<file path="src/rtl/trig_accept_ctrl_pkg.sv">
// trig_accept_ctrl_pkg: shared FSM state type and default sizing for the trigger acceptance block
package trig_accept_ctrl_pkg;
    typedef enum logic [1:0] {IDLE, ARMED, HOLDOFF, FULL} state_t;
    localparam int DEF_MAX_OUTSTANDING = 8;
    localparam int DEF_CNT_WIDTH = 24;
endpackage

</file>
<file path="src/rtl/trig_occupancy_cnt.sv">
// trig_occupancy_cnt: accepted-but-unread waveform count, saturating at 0 and MAX_OUTSTANDING
module trig_occupancy_cnt
    import trig_accept_ctrl_pkg::*;
#(
    parameter int MAX_OUTSTANDING = DEF_MAX_OUTSTANDING,
    localparam int OW = $clog2(MAX_OUTSTANDING + 1)
) (
    input  logic          adc_clk,
    input  logic          reset_clk_adc,
    input  logic          inc,
    input  logic          dec,
    output logic [OW-1:0] count,
    output logic [OW-1:0] count_nxt
);
    localparam logic [OW-1:0] MAX_V = OW'(MAX_OUTSTANDING);
    logic inc_ok, dec_ok;
    assign inc_ok = inc && count != MAX_V;
    assign dec_ok = dec && count != '0;
    // next occupancy is exported so the FSM can react in the same cycle the count moves
    always_comb count_nxt = (inc_ok && !dec_ok) ? count + 1'b1 : (dec_ok && !inc_ok) ? count - 1'b1 : count;
    // occupancy register
    always_ff @(posedge adc_clk) count <= reset_clk_adc ? '0 : count_nxt;
endmodule

</file>
<file path="src/rtl/trig_accept_ctrl.sv">
// trig_accept_ctrl: trigger accept/reject FSM with holdoff and occupancy limit; TRIG_ACCEPT_CNT_EN adds event counters
module trig_accept_ctrl
    import trig_accept_ctrl_pkg::*;
#(
    parameter int MAX_OUTSTANDING = DEF_MAX_OUTSTANDING,
    parameter int CNT_WIDTH = DEF_CNT_WIDTH,
    localparam int OW = $clog2(MAX_OUTSTANDING + 1)
) (
    input  logic                 adc_clk,
    input  logic                 reset_clk_adc,
    input  logic                 cbuf_trig_en,
    input  logic                 raw_trig,
    input  logic [15:0]          holdoff_clks,
    input  logic                 wf_done,
    output logic                 trig_pulse,
    output logic                 trig_rejected,
    output logic                 trig_busy,
    output logic [OW-1:0]        outstanding,
    output logic [CNT_WIDTH-1:0] accept_cnt,
    output logic [CNT_WIDTH-1:0] reject_cnt
);
    localparam logic [OW-1:0] MAX_V = OW'(MAX_OUTSTANDING);
    state_t state, state_nxt;
    logic [15:0] hold_cnt, hold_cnt_nxt;
    logic [OW-1:0] occ_nxt;
    logic raw_q, trig_edge, accept, reject;

    assign trig_edge = raw_trig && !raw_q;
    // occ_nxt already includes a pending trig_pulse, so an accept can never overflow
    assign accept = trig_edge && cbuf_trig_en && state == ARMED && occ_nxt < MAX_V;
    assign reject = trig_edge && cbuf_trig_en && !accept;
    assign trig_busy = state != ARMED;

    trig_occupancy_cnt #(.MAX_OUTSTANDING(MAX_OUTSTANDING)) u_occ (
        .adc_clk       (adc_clk),
        .reset_clk_adc (reset_clk_adc),
        .inc           (trig_pulse),
        .dec           (wf_done),
        .count         (outstanding),
        .count_nxt     (occ_nxt)
    );

    // next state and holdoff countdown; disabling triggers drops to IDLE from anywhere
    always_comb begin
        state_nxt = state;
        hold_cnt_nxt = hold_cnt;
        if (!cbuf_trig_en) begin
            state_nxt = IDLE;
            hold_cnt_nxt = '0;
        end else begin
            case (state)
                IDLE: state_nxt = ARMED;
                ARMED: begin
                    if (accept) begin
                        hold_cnt_nxt = holdoff_clks;
                        state_nxt = (holdoff_clks == '0) ? ARMED : HOLDOFF;
                    end else if (occ_nxt == MAX_V) begin
                        state_nxt = FULL;
                    end
                end
                HOLDOFF: begin
                    hold_cnt_nxt = hold_cnt - 1'b1;
                    if (hold_cnt <= 16'd1) state_nxt = (occ_nxt == MAX_V) ? FULL : ARMED;
                end
                FULL: if (occ_nxt < MAX_V) state_nxt = ARMED;
                default: state_nxt = IDLE;
            endcase
        end
    end

    // state, edge-detect history and the registered one-cycle-latency pulses
    always_ff @(posedge adc_clk) begin
        if (reset_clk_adc) begin
            state <= IDLE;
            hold_cnt <= '0;
            raw_q <= 1'b0;
            trig_pulse <= 1'b0;
            trig_rejected <= 1'b0;
        end else begin
            state <= state_nxt;
            hold_cnt <= hold_cnt_nxt;
            raw_q <= raw_trig;
            trig_pulse <= accept;
            trig_rejected <= reject;
        end
    end

`ifdef TRIG_ACCEPT_CNT_EN
    // free-running event counters, wrapping naturally at 2^CNT_WIDTH
    always_ff @(posedge adc_clk) begin
        if (reset_clk_adc) begin
            accept_cnt <= '0;
            reject_cnt <= '0;
        end else begin
            if (trig_pulse) accept_cnt <= accept_cnt + 1'b1;
            if (trig_rejected) reject_cnt <= reject_cnt + 1'b1;
        end
    end
`else
    assign accept_cnt = '0;
    assign reject_cnt = '0;
`endif
endmodule

</file>
<file path="config.mk">
export PLATFORM = sky130hd
export DESIGN_NAME = trig_accept_ctrl
export DESIGN_NICKNAME = d
export VERILOG_FILES = /design/src/rtl/trig_accept_ctrl_pkg.sv /design/src/rtl/trig_occupancy_cnt.sv /design/src/rtl/trig_accept_ctrl.sv
export SDC_FILE = /design/constraint.sdc
export NUM_CORES = 1
export LEC_CHECK = 0
export CAP_MARGIN = 40
export CORE_MARGIN = 2
export CORE_UTILIZATION = 40
export CTS_BUF_LIST = sky130_fd_sc_hd__clkbuf_16
export CTS_CLUSTER_SIZE = 30
export DETAILED_ROUTE_END_ITERATION = 10
export PLACE_DENSITY = 0.73
export REMOVE_ABC_BUFFERS = 1
export SLEW_MARGIN = 20
export SYNTH_ARGS = -nofsm -noshare
export SYNTH_HDL_FRONTEND = slang
export SYNTH_SLANG_ARGS = --single-unit
</file>
<file path="constraint.sdc">
create_clock -name adc_clk -period 2.9 [get_ports adc_clk]
set_input_delay 0.725 -clock adc_clk [delete_from_list [all_inputs] [get_ports adc_clk]]
set_output_delay 0.725 -clock adc_clk [all_outputs]
set_load 0.01 [all_outputs]
</file>
== Yosys cells after proc, flatten, opt, wreduce, memory -nomap -nowiden ==
Index checks and enable logic that the tools add are counted.
W data, S select, Z words.

* Output and inout port bits: 55
* Flip-flop bits (word level): 25
* Logic and storage cells: 53
* Input port bits: 21

* Bitwise logic cells: 1
* Equal/unequal tests: 10
* Reductions and logical operators: 20
* Muxes and demuxes: 11
* Add/subtract/negate cells: 3
* Magnitude comparators: 2

{| class="wikitable"
|+ Operator list
! cell !! number
|-
| $pmux W16 S2 || 1
|-
| $le A16 B1 Y1 const B || 1
|-
| $logic_not A16 Y1 || 1
|-
| $mux W16 || 1
|-
| $sub A16 B1 Y16 const B || 1
|-
| $mux W2 || 6
|-
| $logic_and A1 B1 Y1 || 9
|-
| $mux W4 || 2
|-
| $pmux W2 S4 || 1
|-
| $ne A2 B2 Y1 const B || 3
|-
| $add A4 B1 Y4 const B || 1
|-
| $eq A2 B2 Y1 const B || 2
|-
| $eq A4 B4 Y1 const B || 1
|-
| $logic_not A1 Y1 || 4
|-
| $lt A4 B4 Y1 const B || 1
|-
| $ne A4 B4 Y1 const B || 1
|-
| $reduce_bool A4 Y1 || 1
|-
| $sub A4 B1 Y4 const B || 1
|-
| $ne A3 B2 Y1 const B || 1
|-
| $reduce_and A3 Y1 || 1
|-
| $eq A2 B1 Y1 const B || 1
|-
| $logic_not A2 Y1 || 1
|-
| $ne A2 B1 Y1 const B || 1
|-
| $reduce_and A2 Y1 || 1
|-
| 3 further kinds || 3
|}

== Longest topological paths before layout ==
Gate-level depths: netlist (run 1).

* Depth in word-level cells: 10
* Depth in mapped cells: 10
* Mapped depth without buffers: 8

== Hierarchy ==
A second synthesis (run 1) with hierarchy kept.

* Cells, all modules: 264
* Area, all modules: 2069.5 µm²

{| class="wikitable"
|+ Modules (own cells, without submodules)
! module !! cells each !! area each (µm²) !! instances
|-
| trig_accept_ctrl || 217 || 1702.9 || 1
|-
| trig_occupancy_cnt || 47 || 366.6 || 1
|}

== Worst setup path after synthesis (run 1) ==
OpenSTA, ideal clock, no wires.

* Kind: reg-to-reg
* Start point: reg u_occ.count[0]
* End point: reg state[0]
* Period minus slack after synthesis: 2.182 ns
* Slack: 0.718 ns
* Buffers on the path: 0
* Stages on the path, launching flop included: 9
* Data arrival time: 2.049 ns
* Path through: dfxtp_1 inv_1 ha_1 nor2b_2 mux4_2 a32o_1 a31oi_1 or2_1 a221oi_2

* Longest elaborated chain between the ends: 10

{| class="wikitable"
|+ RTL lines
! element !! RTL line !! source
|-
| from (decl) || trig_occupancy_cnt.sv:12 || <nowiki>output logic [OW-1:0] count,</nowiki>
|-
| from (signal assigned) || trig_occupancy_cnt.sv:22 || <nowiki>always_ff @(posedge adc_clk) count <= reset_clk_adc ? '0 : count_nxt;</nowiki>
|-
| parallel branches: the longest is 5 deep, another holds $sub A4 B1 Y4 || n/a ||
|-
| $mux W4 * || trig_occupancy_cnt.sv:20 || <nowiki>always_comb count_nxt = (inc_ok && !dec_ok) ? count + 1'b1 : (dec_ok && !inc_ok) ? count - 1'b1 : count;</nowiki>
|-
| $lt A4 B4 Y1 || trig_accept_ctrl.sv:30, trig_accept_ctrl.sv:65 ||
|-
| $logic_and A1 B1 Y1 || trig_accept_ctrl.sv:30 || <nowiki>assign accept = trig_edge && cbuf_trig_en && state == ARMED && occ_nxt < MAX_V;</nowiki>
|-
| $mux W2 / $ne A3 B2 Y1 (equally long branches) || n/a ||
|-
| $pmux W2 S4 / $reduce_and A3 Y1 (equally long branches) || n/a ||
|-
| to (signal assigned) || trig_accept_ctrl.sv:80 || <nowiki>state <= state_nxt;</nowiki>
|-
| to (decl) || trig_accept_ctrl.sv:23 || <nowiki>state_t state, state_nxt;</nowiki>
|}

Mark *: on every way between the ends.
A chain may end at the register's enable or synchronous reset.

== Worst setup path after layout (run 1) ==
* Start point: in wf_done
* End point: reg hold_cnt[7]

* Longest elaborated chain between the ends: 8

{| class="wikitable"
|+ RTL lines
! element !! RTL line !! source
|-
| from (decl) || trig_accept_ctrl.sv:14 || <nowiki>input logic wf_done,</nowiki>
|-
| $logic_and A1 B1 Y1 * || trig_occupancy_cnt.sv:18 || <nowiki>assign dec_ok = dec && count != '0;</nowiki>
|-
| $logic_and A1 B1 Y1 / $logic_not A1 Y1 (equally long branches) || trig_occupancy_cnt.sv:20 ||
|-
| $mux W4 / $logic_and A1 B1 Y1 (equally long branches) || trig_occupancy_cnt.sv:20 ||
|-
| $mux W4 * || trig_occupancy_cnt.sv:20 ||
|-
| $lt A4 B4 Y1 * || trig_accept_ctrl.sv:30 ||
|-
| $logic_and A1 B1 Y1 * || trig_accept_ctrl.sv:30 ||
|-
| $ne A2 B2 Y1 (no line) * || n/a ||
|-
| $reduce_and A2 Y1 (no line) * || n/a ||
|-
| to (signal assigned) || trig_accept_ctrl.sv:81 || <nowiki>hold_cnt <= hold_cnt_nxt;</nowiki>
|-
| to (decl) || trig_accept_ctrl.sv:24 || <nowiki>logic [15:0] hold_cnt, hold_cnt_nxt;</nowiki>
|}

Every way passes the cells marked *; elsewhere a longest branch is shown, timed or not.

==> metrics.md, run 1 <==
| Metric | Value |
|---|---|
| Hold WC Path Type | reg2reg |
| Crit Path Class | in2reg |
| Met3 usage | 0.02674 |
| Worst slew pin tran | 0.7434 ns |
| 1st-pass router iterations | 4 |
| GR Util met2 | 0.2595 |
| Reg-to-reg critical path startpoint | u_occ.count[0] |
| Pleak | 0.9551 nW |
| Critical Path End Type | flop |
| Synth Cell Area | 2175 sq um |
| Root buffer cell | clkbuf_16 |
| Slew Limit Fails | 0 |
| Wire per inst | 12.59 microns |
| Async SR Flop Fraction | 0 |
| Layout cells sized above 1 | 0.06954 |
| Final setup violation count | 0 |
| IO Pins | 76 |
| Clock tree sinks | 25 |
| Final setup TNS | 0 ns |
| HPWL after detailed placement | 3.481 mm |
| Synth Instances | 281 |
| Input/output buffers | 27 |
| CTS clk-pin slew, worst paths | 0.06 ns |
| CTS resizes | 0 |
| CORE AREA | 5172 sq um |
| Critical-path maximum fanout | 10 |
| Fin. Hold Viols | 0 |
| Setup bufs post-CTS | 0 |
| FP Rows | 26 |
| Worst path slowest cell | clkdlybuf4s50_1 |
| Most frequent cells in the layout | 48 x conb_1, 27 x clkdlybuf4s50_1, 25 x dfxtp_1 |
| CP Data Arrival Time | 2.79 ns |
| Number of DRC markers in iteration 0 | 137 |
| End of the worst register-to-register path | state[0] |
| Hold-fix buffers, CTS | 0 |
| Area growth syn-to-layout | 10.36% |
| Reg2Reg Depth | 8 |
| ANT cells | 0 |
| Worst vdd ir | 0.3146 mV |
| Worst Hold Path EP | hold_cnt[14] |
| Max-capacitance violation count | 0 |
| Die Wd | 77.73 microns |
| Synth Flop Type | dfxtp_1 |
| Grt ovf | 0 |
| Hold depth | 2 |
| Via count | 1926 |
| Crit path launch type | input port |
| Worst-path cell chain | clkdlybuf4s50_1 > and4b_4 > a22o_1 > mux2i_4 > a31o_1 > buf_4 > a21oi_1 > a211oi_1 |
| Yosys warns | 0 |
| Post-synthesis sequential area ratio | 0.2301 |
| Unique cell type count in the Yosys netlist | 56 |
| Syn avg cell area | 7.739 sq um |
| Setup Skew | 0.001155 ns |
| # H-tree levels | 1 |
| Clock Path Buffers | 2 |
| PD cells | 466.6 nW/um^2 |
| Global routing's busiest layer | met2 |
| GR Util met1 | 0.1956 |
| Min-delay src | hold_cnt[14] |
| Residual DRC | 0 |
| Pre-CTS setup slack | 0.003026 ns |
| GRT Total Usage | 0.1517 |
| Period utilization | 0.9047 |
| FF-to-FF setup slack | 0.48 ns |
| Crit path time final | 2.624 ns |
| Via/cell ratio | 5.177 |
| Pin count of the biggest net entering global routing | 19 |
| Die H | 77.73 microns |
| Setup ws final | 0.2764 ns |
| First-pass GRT wire length | 7.541 mm |
| Antenna violations before repair | 0 |
| Max-slew headroom | 0.5044 |
| Gpl congestion | 0.8466 |
| Yosys reg bits | 25 |
| Die area | 6042 sq um |
| Worst Path Required | 3.07 ns |
| Commonest non-fill, non-tap cell in the layout | conb_1 |
| Worst path max stage delay | 0.59 ns |
| Num CTS Buffers | 3 |
| Run status | finished clean |
| Fin nets | 331 |
| Max frequency | 381.1 MHz |
| CTS tree | built |
| Initial core utilization | 0.4204 |
| Final antenna-violating net count | 0 |
| RSZ-0062 raised after global routing | no |
| Vias in the first global route | 1638 |
| Total routed wirelength | 4.683 mm |
| Skew-Pair Late Insertion Delay | 0.26 ns |
| Post-synth EDFFs | 0 |
-- worst max-delay path, delay by kind of cell --
kind	cells	cell delay, ns
and+or+nand+nor	1	0.25
buffers and inverters	2	0.78
AOI/OAI and AO/OA	4	0.78
muxes	1	0.26
-- per-layer routing --
metal  vias to the layer above  wire length (microns)
met2                        75                   2274
met3                         4                    308
met4                         0                     30
met5                         -                      0
met1                       897                   2070
li1                        950                      -
-- area by class of cell --
cell class              instances  area, sq um
fillers                       494         2773
clock buffers                   3        75.07
inverters                      16        60.06
clock inverters                 1        3.754
multi-input cells             224         1358
repair buffers                 33        315.3
flip-flops and latches         25        500.5
well taps                      70        87.58
-- registers in the layout, summed over array words and instances (netlist names) --
signal	count
hold_cnt	16
u_occ.count	4
state	2
trig_rejected	1
trig_pulse	1
raw_q	1
-- cell usage after synthesis (all sizes together), types with 4 or more instances --
cell type  number  area, sq um
dfxtp          25        500.5
nand2          18        67.56
nor2b          10        65.06
clkbuf         11        41.29
a211oi          7        52.55
nand4           4        25.02
a21oi          20        100.1
o22ai           5        31.28
inv            16        60.06
nor2           15        56.30
nor4            7        58.81
mux2i           4        52.55
nand2b          5        31.28
nand3           8        40.04
o21ai          20        100.1
buf            52        391.6
ha              7        87.58
-- through the flow --
stage          std cells  instance area (sq um)  power, mW  hold slack [ns]  utilization
2_1_floorplan        265                   1918     0.6850           0.4538            -
3_3_place_gp         368                   2321     0.8032           0.4648       0.4487
3_5_place_dp         368                   2321     0.8149           0.4843       0.4487
4_1_cts              372                   2400      1.122           0.4986       0.4640
5_1_grt              372                   2400      1.179           0.5362       0.4640
6_report             372                   2400      1.120           0.5012       0.4640
-- where the power goes --
group / leakage (nW) / switching [mW] / total [mW] / internal, mW
Combinational: 0.710 / 0.222 / 0.409 / 0.187
Clock: 0.0423 / 0.122 / 0.306 / 0.184
Sequential: 0.203 / 0.0404 / 0.405 / 0.365
-- worst max-delay path by stage --
stage | startpoint | to | slack (ns)
finish | wf_done | hold_cnt[7] | 0.28
CTS | wf_done | hold_cnt[7] | 0.27
floorplan | state[0] | hold_cnt[12] | 0.60
detailed placement | wf_done | hold_cnt[9] | 0.003
global route | wf_done | hold_cnt[7] | 0.12
global placement | wf_done | hold_cnt[3] | 0.1
-- cell families (layout without fill, tap and decap cells) --
| group | count (synthesis) | count (layout) | share of synthesized area |
|---|---|---|---|
| muxes | 8 | 8 | 0.05006 |
| buffers and inverters | 79 | 53 | 0.2267 |
| adders and majority gates | 7 | 7 | 0.04027 |
| DFF | 25 | 25 | 0.2301 |
| other | 1 | 48 | 0.001724 |
| and+or+nand+nor | 85 | 85 | 0.2232 |
| AOI/OAI and AO/OA | 76 | 76 | 0.2278 |
Power figures use the tool's default switching activity.
==> run 2, diff against run 1 <==
Settings changed: ABC_CLOCK_PERIOD_IN_PS set to 2900.
==> results of run 2 <==
The final DEF is identical to that of run 1; final timing and power are the same.
